$ cat src/rtl/ret_addr_stack.sv
// Return-address stack: pushes return IPs on calls, predicts targets on returns
// with a one-cycle registered output, and exposes a pointer/count checkpoint.
module ret_addr_stack #(
  parameter int unsigned DEPTH    = 16,
  parameter int unsigned PTR_W    = 4,
  parameter int unsigned IP_WIDTH = 48
) (
  input  logic                clk,
  input  logic                rst,
  input  logic                push_en,
  input  logic [IP_WIDTH-1:0] push_addr,
  input  logic                pop_en,
  input  logic                restore_en,
  input  logic [PTR_W-1:0]    restore_ptr,
  input  logic [PTR_W:0]      restore_cnt,
  output logic [PTR_W-1:0]    ckpt_ptr,
  output logic [PTR_W:0]      ckpt_cnt,
  output logic                ret_valid,
  output logic [IP_WIDTH-1:0] ret_target,
  output logic                underflow
);

  localparam logic [PTR_W:0] FULL_CNT = (PTR_W+1)'(DEPTH);

  logic [IP_WIDTH-1:0] mem [DEPTH];
  logic [PTR_W-1:0]    tp, tpInc, tpDec, tpNext, memWAddr;
  logic [PTR_W:0]      cnt, cntNext;
  logic                isEmpty, memWe, retTargetLoad, retValidNext, underflowNext;

  assign tpInc    = tp + 1'b1;
  assign tpDec    = tp - 1'b1;
  assign isEmpty  = (cnt == '0);
  assign ckpt_ptr = tp;
  assign ckpt_cnt = cnt;

  always_comb begin
    tpNext        = tp;
    cntNext       = cnt;
    memWe         = 1'b0;
    memWAddr      = tpInc;
    retTargetLoad = 1'b0;
    retValidNext  = 1'b0;
    underflowNext = 1'b0;
    if (restore_en) begin
      tpNext  = restore_ptr;
      cntNext = (restore_cnt > FULL_CNT) ? FULL_CNT : restore_cnt;
    end else if (push_en && pop_en) begin
      memWe = 1'b1;
      if (!isEmpty) begin
        // Return-through-call: old top is predicted, then replaced in place.
        retTargetLoad = 1'b1;
        retValidNext  = 1'b1;
        memWAddr      = tp;
      end else begin
        underflowNext = 1'b1;
        tpNext        = tpInc;
        cntNext       = (PTR_W+1)'(1);
      end
    end else if (push_en) begin
      memWe   = 1'b1;
      tpNext  = tpInc;
      cntNext = (cnt == FULL_CNT) ? cnt : cnt + 1'b1;
    end else if (pop_en) begin
      if (!isEmpty) begin
        retTargetLoad = 1'b1;
        retValidNext  = 1'b1;
        tpNext        = tpDec;
        cntNext       = cnt - 1'b1;
      end else begin
        underflowNext = 1'b1;
      end
    end
  end

  always_ff @(posedge clk or posedge rst) begin
    if (rst) begin
      tp         <= '0;
      cnt        <= '0;
      ret_valid  <= 1'b0;
      ret_target <= '0;
      underflow  <= 1'b0;
    end else begin
      tp        <= tpNext;
      cnt       <= cntNext;
      ret_valid <= retValidNext;
      underflow <= underflowNext;
      if (retTargetLoad) ret_target <= mem[tp];
    end
  end

  // Storage is deliberately not reset; occupancy alone defines validity.
  always_ff @(posedge clk) begin
    if (memWe) mem[memWAddr] <= push_addr;
  end

endmodule

$ cat config.mk
export PLATFORM = sky130hd
export DESIGN_NAME = ret_addr_stack
export DESIGN_NICKNAME = d
export VERILOG_FILES = /design/src/rtl/ret_addr_stack.sv
export SDC_FILE = /design/constraint.sdc
export NUM_CORES = 1
export LEC_CHECK = 0
export CELL_PAD_IN_SITES_DETAIL_PLACEMENT = 0
export CELL_PAD_IN_SITES_GLOBAL_PLACEMENT = 1
export CORE_ASPECT_RATIO = 1.4
export CORE_UTILIZATION = 29
export DETAILED_ROUTE_END_ITERATION = 6
export PLACE_DENSITY = 0.49
export SETUP_SLACK_MARGIN = 0.15
export SLEW_MARGIN = 5
export SYNTH_ARGS = -nofsm -noshare
export SYNTH_HDL_FRONTEND = slang
export SYNTH_SLANG_ARGS = --single-unit
$ cat constraint.sdc
create_clock -name clk -period 5.94 [get_ports clk]
set_input_delay 1.188 -clock clk [delete_from_list [all_inputs] [get_ports clk]]
set_output_delay 1.188 -clock clk [all_outputs]
set_load 0.03 [all_outputs]
==> impl_metrics.env, run 1 <==
export IMPL_status="completed"
export IMPL_die_w_um=283.2
export IMPL_cts_sinks=827
export IMPL_ff2ff_path_depth=6
export IMPL_grt_pass1_wl_um=116000
export IMPL_critical_path_top_delay_family="buffers and inverters"
export IMPL_cts_resized=0
export IMPL_track_usage_pct=14.16
export IMPL_ys_types=51
export IMPL_r2r_start="ckpt_ptr[0]"
export IMPL_core_um2=109900
export IMPL_synth_top_area_cell="edfxtp_1"
export IMPL_avgViaCountPerCell=4.742
export IMPL_synth_top_area_share_pct=71.82
export IMPL_p_leak_nw=12.29
export IMPL_io_pins=121
export IMPL_slew_headroom_pct=29.14
export IMPL_fin_ws_ps=1724
export IMPL_netlist_top_cells_count="768 x edfxtp_1, 140 x mux4_2, 124 x mux2i_1"
export IMPL_drive_gt1_share_pct=18.53
export IMPL_areaGrowthSynthToFinish_pct=18.45
export IMPL_drc=0
export IMPL_skew_ps=36.31
export IMPL_powerDensity_nw_per_um2=395.3
export IMPL_cts_buffer_depth=3
export IMPL_startpoint="ckpt_ptr[0]"
export IMPL_initial_core_util_pct=29.22
export IMPL_root_buffer="clkbuf_16"
export IMPL_ys_flop_type="edfxtp_1"
export IMPL_cts_tree="yes"
export IMPL_clk_latency_ps=670
export IMPL_fill_cells=10450
export IMPL_synth_area_top_cells="edfxtp_1 72%, mux4_2 9.8%, dfrtp_1 4.6%"
export IMPL_setup_viol=0
export IMPL_cp_start_kind="register"
export IMPL_fin_crit_sh_pct=70.98
export IMPL_cp_end_kind="register"
export IMPL_fin_hold_ws_ps=501.0
export IMPL_postRouteAntennaNets=0
export IMPL_grt_pass1_vias=17170
export IMPL_worst_slew_pin_slew_ps=1052
export IMPL_gp_congestion=0.7098
export IMPL_crit_required_ps=6210
export IMPL_die_area_um2=112100
export IMPL_drt_first_iter_violations=952
export IMPL_hold_depth=2
export IMPL_hold_viol_final=0
export IMPL_min_period_ps=4216
export IMPL_synth_area_um2=32110
export IMPL_fp_row_count=144
export IMPL_h_tree_depth=3
export IMPL_min_from="ret_target[47]"
export IMPL_ys_seq_area_share_pct=76.42
export IMPL_cts_setup_buffers=0
export IMPL_r2r_slack_ps=1720
export IMPL_drt_total_wl_um=78510
export IMPL_synth_most_common_cell="edfxtp_1"
export IMPL_grt_overflow=0
export IMPL_setup_tns_ps=0
export IMPL_ys_ff_latch=827
export IMPL_vias=15810
export IMPL_grt_max_degree=86
export IMPL_ir_drop_v=0.0002133
export IMPL_slowest_delay_ps=800
export IMPL_worstHoldPathType="reg2reg"
export IMPL_worstSetupPathType="reg2reg"
export IMPL_syn_mean_instance_area_um2=19.40
export IMPL_place_port_buffers=120
export IMPL_cp_max_fo=52
export IMPL_synth_edf_count=768
export IMPL_yosys_warnings=0
export IMPL_clk_pin_slew_ps=60
export IMPL_slew_viol_final=0
export IMPL_crit_buf_inv=2
export IMPL_timing_rr_end="mem[15][18]"
export IMPL_cts_buffers=85
export IMPL_path_cells="clkinv_1, ha_1, and3_1, o21ai_0, nor3_2, buf_4"
export IMPL_final_nets=1869
export IMPL_hpwl_um=44170
export IMPL_antenna_found_initial=4
export IMPL_synthCells=1655
export IMPL_cts_hold_buf=0
export IMPL_wl_per_cell_um=23.55
export IMPL_min_to="ret_target[47]"
export IMPL_cap_violations=0
export IMPL_pre_cts_slack_ps=1235
export IMPL_worstPathArrival_ps=4480
export IMPL_die_h_um=395.7
export IMPL_rsz0062_at_grt="false"
export IMPL_synthArstFlopShare_pct=7.134
export IMPL_detailedRoute_firstPassIterationCount=5
export IMPL_fmax_mhz=237.2
export IMPL_syn_num_nets=1723
export IMPL_crit_slowest_cell="clkinv_1"
export IMPL_final_util_pct=34.61
-- cell usage in the layout (no fill, tap or decap), types with 16 or more instances in the layout --
master | netlist | layout
o211ai_1 | 20 | 20
nand2_1 | 105 | 105
a22o_1 | 20 | 20
mux2i_1 | 124 | 124
a21oi_1 | 39 | 39
nand3_1 | 27 | 27
o221ai_1 | 22 | 22
nand3b_1 | 27 | 27
mux4_2 | 140 | 140
edfxtp_1 | 768 | 768
clkbuf_1 | 48 | 17
clkinv_1 | 0 | 16
o21ai_0 | 71 | 71
clkbuf_16 | 0 | 86
a31oi_1 | 21 | 21
buf_4 | 3 | 36
clkinv_2 | 0 | 18
dfrtp_1 | 59 | 55
clkdlybuf4s50_1 | 0 | 120
-- where the power goes --
part | internal [mW] | switching [mW] | total, mW
clock | 3.13 | 2.28 | 5.40
combinational | 1.10 | 1.53 | 2.63
sequential | 6.71 | 0.292 | 7.00
total | 10.9 | 4.09 | 15.0
-- sequential cells by signal, indices dropped and copies added, names as in the netlist --
name	flops
mem	768
ret_target	48
ckpt_cnt	5
ckpt_ptr	4
ret_valid	1
underflow	1
-- routing by layer --
layer	track usage [%]	share of wire [%]	routed length [um]
met5	0	0.029	23
met4	4.884	2.2	1764
met1	17.02	41	32030
met3	2.043	3.7	2886
met2	25.73	53	41800
-- worst reg2reg max path, stage by stage (launching register included) --
cell	delay [ps]
dfrtp_4	780
clkinv_1	810
ha_1	680
and3_1	170
o21ai_0	320
nor3_2	260
buf_4	760
-- how the worst max path moves through the flow --
stage | slack (ps) | depth (start not counted) | endpoint
after floorplan | -120 | 6 | mem[14][0]
after global placement | 1260 | 6 | mem[15][17]
after detailed placement | 1230 | 6 | mem[11][22]
after CTS | 1590 | 6 | mem[11][22]
after global routing | 1420 | 6 | mem[11][22]
final | 1720 | 6 | mem[15][18]
-- cell type report --
type | instances | area (um2) | share of cell area [%]
inverters | 8 | 31.28 | 0.08225
clock inverters | 55 | 595.6 | 1.566
diodes | 1 | 2.502 | 0.006580
repair buffers | 161 | 1572 | 4.132
clock buffers | 104 | 2230 | 5.862
flip-flops and latches | 827 | 24550 | 64.56
well taps | 1460 | 1827 | 4.803
multi-input cells | 718 | 7222 | 18.99
-- per-stage QoR --
stage | power (mW) | area, um2 | cells
CTS | 15.31 | 38030 | 3333
global placement | 9.822 | 35210 | 3174
finish | 15.03 | 38030 | 3334
detailed placement | 9.846 | 35210 | 3174
floorplan | 8.732 | 32130 | 1655
global route | 15.65 | 38030 | 3334
-- cells by family after synthesis --
| group | after synthesis | share of synthesized area, % |
|---|---|---|
| buffers and inverters | 110 | 1.457 |
| xor gates and xnor gates | 11 | 0.3234 |
| DFF | 827 | 76.42 |
| adders and majority gates | 6 | 0.2572 |
| and+or+nand+nor | 220 | 3.351 |
| AOI/OAI and AO/OA | 211 | 4.294 |
| muxes | 270 | 13.90 |
(Power assumes the default switching activity.)
==> run 2, diff against run 1 <==
- PLACE_DENSITY: 0.49 -> 0.47
- clock period: 5.94 -> 4.4 ns (I/O delays scaled with it)
==> impl_metrics.env, run 2 (synthesized netlist as in run 1, its figures left out) <==
export IMPL_status="completed"
export IMPL_slew_headroom_pct=28.42
export IMPL_postRouteAntennaNets=0
export IMPL_wl_per_cell_um=25.56
export IMPL_drive_gt1_share_pct=19.35
export IMPL_placed_area_um2=35480
export IMPL_largest_reg_flops=768
export IMPL_place_port_buffers=120
export IMPL_worstSetupPathType="reg2reg"
export IMPL_seq_area_um2=24550
export IMPL_cts_setup_buffers=0
export IMPL_clk_latency_ps=670
export IMPL_vias=16060
export IMPL_avgViaCountPerCell=4.800
export IMPL_antenna_cells=0
export IMPL_final_cells=3346
export IMPL_fin_crit_sh_pct=79.64
export IMPL_setup_tns_ps=0
export IMPL_cts_tree="yes"
export IMPL_cp_end_kind="register"
export IMPL_final_util_pct=34.89
export IMPL_cp_max_fo=32
export IMPL_min_period_ps=3504
export IMPL_placedCellCount=3185
export IMPL_p_total_mw=20.62
export IMPL_root_buffer="clkbuf_16"
export IMPL_antenna_found_initial=1
export IMPL_drt_total_wl_um=85510
export IMPL_final_nets=1881
export IMPL_io_pins=121
export IMPL_powerDensity_nw_per_um2=537.7
export IMPL_track_usage_pct=15.40
export IMPL_skew_ps=26.62
export IMPL_core_um2=109900
export IMPL_grt_pass1_vias=17500
export IMPL_die_w_um=283.2
export IMPL_ir_drop_v=0.0002446
export IMPL_drt_first_iter_violations=962
export IMPL_p_leak_nw=12.47
export IMPL_hpwl_um=48760
export IMPL_cp_start_kind="register"
export IMPL_multi_input_area_um2=7291
export IMPL_die_h_um=395.7
export IMPL_fp_row_count=144
export IMPL_gp_congestion=0.7143
export IMPL_drc=0
export IMPL_cts_sinks=827
export IMPL_slew_viol_final=0
export IMPL_worstPathArrival_ps=3810
export IMPL_hold_viol_final=0
export IMPL_worst_slew_pin_slew_ps=1068
export IMPL_cts_buffers=86
export IMPL_setup_viol=0
export IMPL_layout_commonest_cell="edfxtp_1"
export IMPL_clk_pin_slew_ps=60
export IMPL_initial_core_util_pct=29.22
export IMPL_regMostFlops="mem"
export IMPL_areaGrowthSynthToFinish_pct=19.42
export IMPL_fmax_mhz=285.4
export IMPL_rsz0062_at_grt="false"
export IMPL_grt_max_degree=88
export IMPL_layout_common_cells="768 x edfxtp_1, 140 x mux4_2, 124 x mux2i_1"
export IMPL_h_tree_depth=3
export IMPL_worstHoldPathType="reg2reg"
export IMPL_grt_overflow=0
export IMPL_cts_buffer_depth=3
export IMPL_detailedRoute_firstPassIterationCount=5
export IMPL_design_area_um2=38350
export IMPL_fill_cells=10390
export IMPL_die_area_um2=112100
export IMPL_cts_resized=0
export IMPL_cap_violations=0
export IMPL_crit_required_ps=4710
export IMPL_cts_hold_buf=0
export IMPL_grt_pass1_wl_um=124900
run 2: changes by cell type in the layout (fill, tap and decap cells not counted), sizes merged:
cell and delta:
clkinv -6, diode -1, bufinv -1, inv +1, clkbuf +9, buf +11
clkinvlp -1
run 2: critical path, stage by stage, from the launching register on:
cell and delay (ps):
dfrtp_1 450, or4_1 720, o21ai_2 380, nand2_1 210
xnor2_2 860, nor3_4 90, buf_4 370
run 2: worst paths after layout:
check,end,slack (ps),from,cells after the start
max,mem[3][8],900,ckpt_cnt[0],6
min in group asynchronous,ret_target[39],530,rst,2
min reg2reg,ret_target[28],490,ret_target[28],2
max reg2reg,mem[3][8],900,ckpt_cnt[0],6
min,ret_target[28],490,ret_target[28],2
max in group asynchronous,ckpt_ptr[3],2980,rst,3
run 2: per-stage QoR:
step                      hold WS (ps)  setup slack, ps
after global routing             530.0            811.5
final                            488.0            895.7
after global placement           483.8            686.1
after detailed placement         486.5            614.4
after floorplan                  644.9           -182.2
after CTS                        501.3            810.8
run 2: power by group:
part           internal (mW)  switching [mW]
logic                   1.52            2.25
clock network           4.34            3.08
registers               9.05           0.381
run 2: routing by layer:
layer,track usage (%),up-vias,wire [um]
met5,0,-,9
met4,4.266,2,1535
met3,2.278,99,2922
met2,27.61,277,45030
met1,19.19,8627,36010
li1,-,7056,-
run 2: cell type report:
class / instances / area share, %
clock buffers: 113 / 6.174
clock inverters: 48 / 1.295
inverters: 8 / 0.08157
multi-input cells: 718 / 19.01
flip-flops and latches: 827 / 64.03
well taps: 1460 / 4.764
repair buffers: 172 / 4.640
==> run 3, diff against run 2 <==
- clock period: 4.4 -> 3.3 ns (I/O delays scaled with it)
==> impl_metrics.env, run 3 (synthesized netlist as in run 1, its figures left out) <==
export IMPL_crit_required_ps=3620
export IMPL_status="completed"
export IMPL_drive_gt1_share_pct=20.40
export IMPL_fin_hold_ws_ps=404.4
export IMPL_antenna_found_initial=2
export IMPL_p_leak_nw=12.65
export IMPL_track_usage_pct=15.76
export IMPL_dr_wl_met2_um=44970
export IMPL_h_tree_depth=3
export IMPL_die_h_um=395.7
export IMPL_cts_buffer_depth=3
export IMPL_regMostFlops="mem"
export IMPL_initial_core_util_pct=29.22
export IMPL_dr_wl_met3_um=2870
export IMPL_grt_pass1_wl_um=127100
export IMPL_slew_viol_final=0
export IMPL_cp_max_fo=34
export IMPL_rsz0062_at_grt="false"
export IMPL_die_w_um=283.2
export IMPL_worst_slew_pin_slew_ps=1046
export IMPL_drc=0
export IMPL_root_buffer="clkbuf_16"
export IMPL_setup_viol=0
export IMPL_cap_violations=0
export IMPL_fmax_mhz=334.7
export IMPL_powerDensity_nw_per_um2=718.1
export IMPL_worstPathArrival_ps=3310
export IMPL_worstSetupPathType="reg2reg"
export IMPL_io_pins=121
export IMPL_drt_first_iter_violations=947
export IMPL_grt_max_degree=91
export IMPL_detailedRoute_firstPassIterationCount=4
export IMPL_final_nets=1891
export IMPL_cp_start_kind="register"
export IMPL_worstHoldPathType="in2async"
export IMPL_gp_congestion=0.7278
export IMPL_cts_hold_buf=0
export IMPL_skew_ps=16.61
export IMPL_layout_common_cells="768 x edfxtp_1, 140 x mux4_2, 124 x mux2i_1"
export IMPL_largest_reg_flops=768
export IMPL_wl_per_cell_um=25.99
export IMPL_min_period_ps=2987
export IMPL_cts_sinks=827
export IMPL_grt_overflow=0
export IMPL_slew_headroom_pct=30.30
export IMPL_fin_crit_sh_pct=90.53
export IMPL_cp_end_kind="register"
export IMPL_place_port_buffers=120
export IMPL_postRouteAntennaNets=0
export IMPL_avgViaCountPerCell=4.825
export IMPL_ir_drop_v=0.0003512
export IMPL_clk_pin_slew_ps=60
export IMPL_pre_cts_slack_ps=219.8
export IMPL_core_um2=109900
export IMPL_cts_tree="yes"
export IMPL_hold_viol_final=0
export IMPL_hpwl_um=49780
export IMPL_fin_ws_ps=312.5
export IMPL_cts_buffers=84
export IMPL_setup_tns_ps=0
export IMPL_clk_latency_ps=660
export IMPL_drt_total_wl_um=87160
export IMPL_wl_met1_um=37450
export IMPL_grt_pass1_vias=17400
export IMPL_top_layer_used="met5"
export IMPL_fp_row_count=144
export IMPL_layout_commonest_cell="edfxtp_1"
export IMPL_areaGrowthSynthToFinish_pct=20.96
export IMPL_die_area_um2=112100
export IMPL_vias=16180
## run 3: cell types whose count changed in the layout (fill, tap and decap cells not counted), sizes merged
cell | previous run | this run
bufinv | 9 | 14
inv | 10 | 11
bufbuf | 0 | 1
clkinv | 35 | 26
clkdlybuf4s50 | 120 | 118
buf | 52 | 63
diode | 0 | 2
clkbuf | 113 | 109
clkinvlp | 2 | 3
dlygate4sd2 | 0 | 2
## run 3: layer usage
metal	vias to the layer above	GRT usage (%)
li1	7072	-
met1	8731	20.02
met2	284	27.67
met3	95	2.330
met4	2	4.749
met5	-	0
## run 3: path summary, 6_finish.rpt
check                                    start              to  slack [ps]  depth (start not counted)
worst max-delay path               ckpt_cnt[0]      mem[3][38]         310                          6
worst min-delay path                       rst  ret_target[38]         400                          2
worst max register to register     ckpt_cnt[0]      mem[3][38]         310                          6
worst min register to register  ret_target[28]  ret_target[28]         490                          2
max in group asynchronous                  rst   ret_target[4]        2240                          3
min in group clk                ret_target[28]  ret_target[28]         490                          2
## run 3: metrics by stage
| step | std cells | total power [mW] | area, um2 | util, % |
|---|---|---|---|---|
| after floorplan | 1655 | 15.83 | 32390 | - |
| after CTS | 3352 | 28.38 | 38820 | 35.32 |
| after global placement | 3195 | 18.10 | 35840 | 32.61 |
| final | 3354 | 27.89 | 38840 | 35.34 |
| after detailed placement | 3195 | 18.11 | 35840 | 32.61 |
| after global routing | 3353 | 29.01 | 38840 | 35.34 |
## run 3: cell type report
type                            count  area (um2)
Antenna cell                        2       5.005
Sequential cell                   827       24560
Tap cell                         1460        1827
Inverter                            8       32.53
Clock buffer                      109        2256
Timing Repair Buffer              184        2116
Multi-Input combinational cell    718        7381
Fill cell                       10330       71070
Clock inverter                     46       665.6
## run 3: critical path: stages, from the launching register on
cell	delay [ps]
dfrtp_2	450
or4_1	720
o21ai_4	380
nand2_4	140
xnor2_4	280
nor3_4	310
buf_12	320
## run 3: timing repair
action | CTS | global route
pin swaps | 0 | 0
gates cloned | 1 | 0
endpoints found under the hold margin | 0 | 0
buffers inserted | 1 | 0
endpoints found under the setup margin | 3 | 94
gates resized for setup | 3 | 2
## run 3: report_power, final
part / switching, mW / internal [mW] / total (mW)
Clock: 4.13 / 5.97 / 10.1
Combinational: 3.11 / 2.14 / 5.25
Sequential: 0.462 / 12.1 / 12.5
Total: 7.70 / 20.2 / 27.9
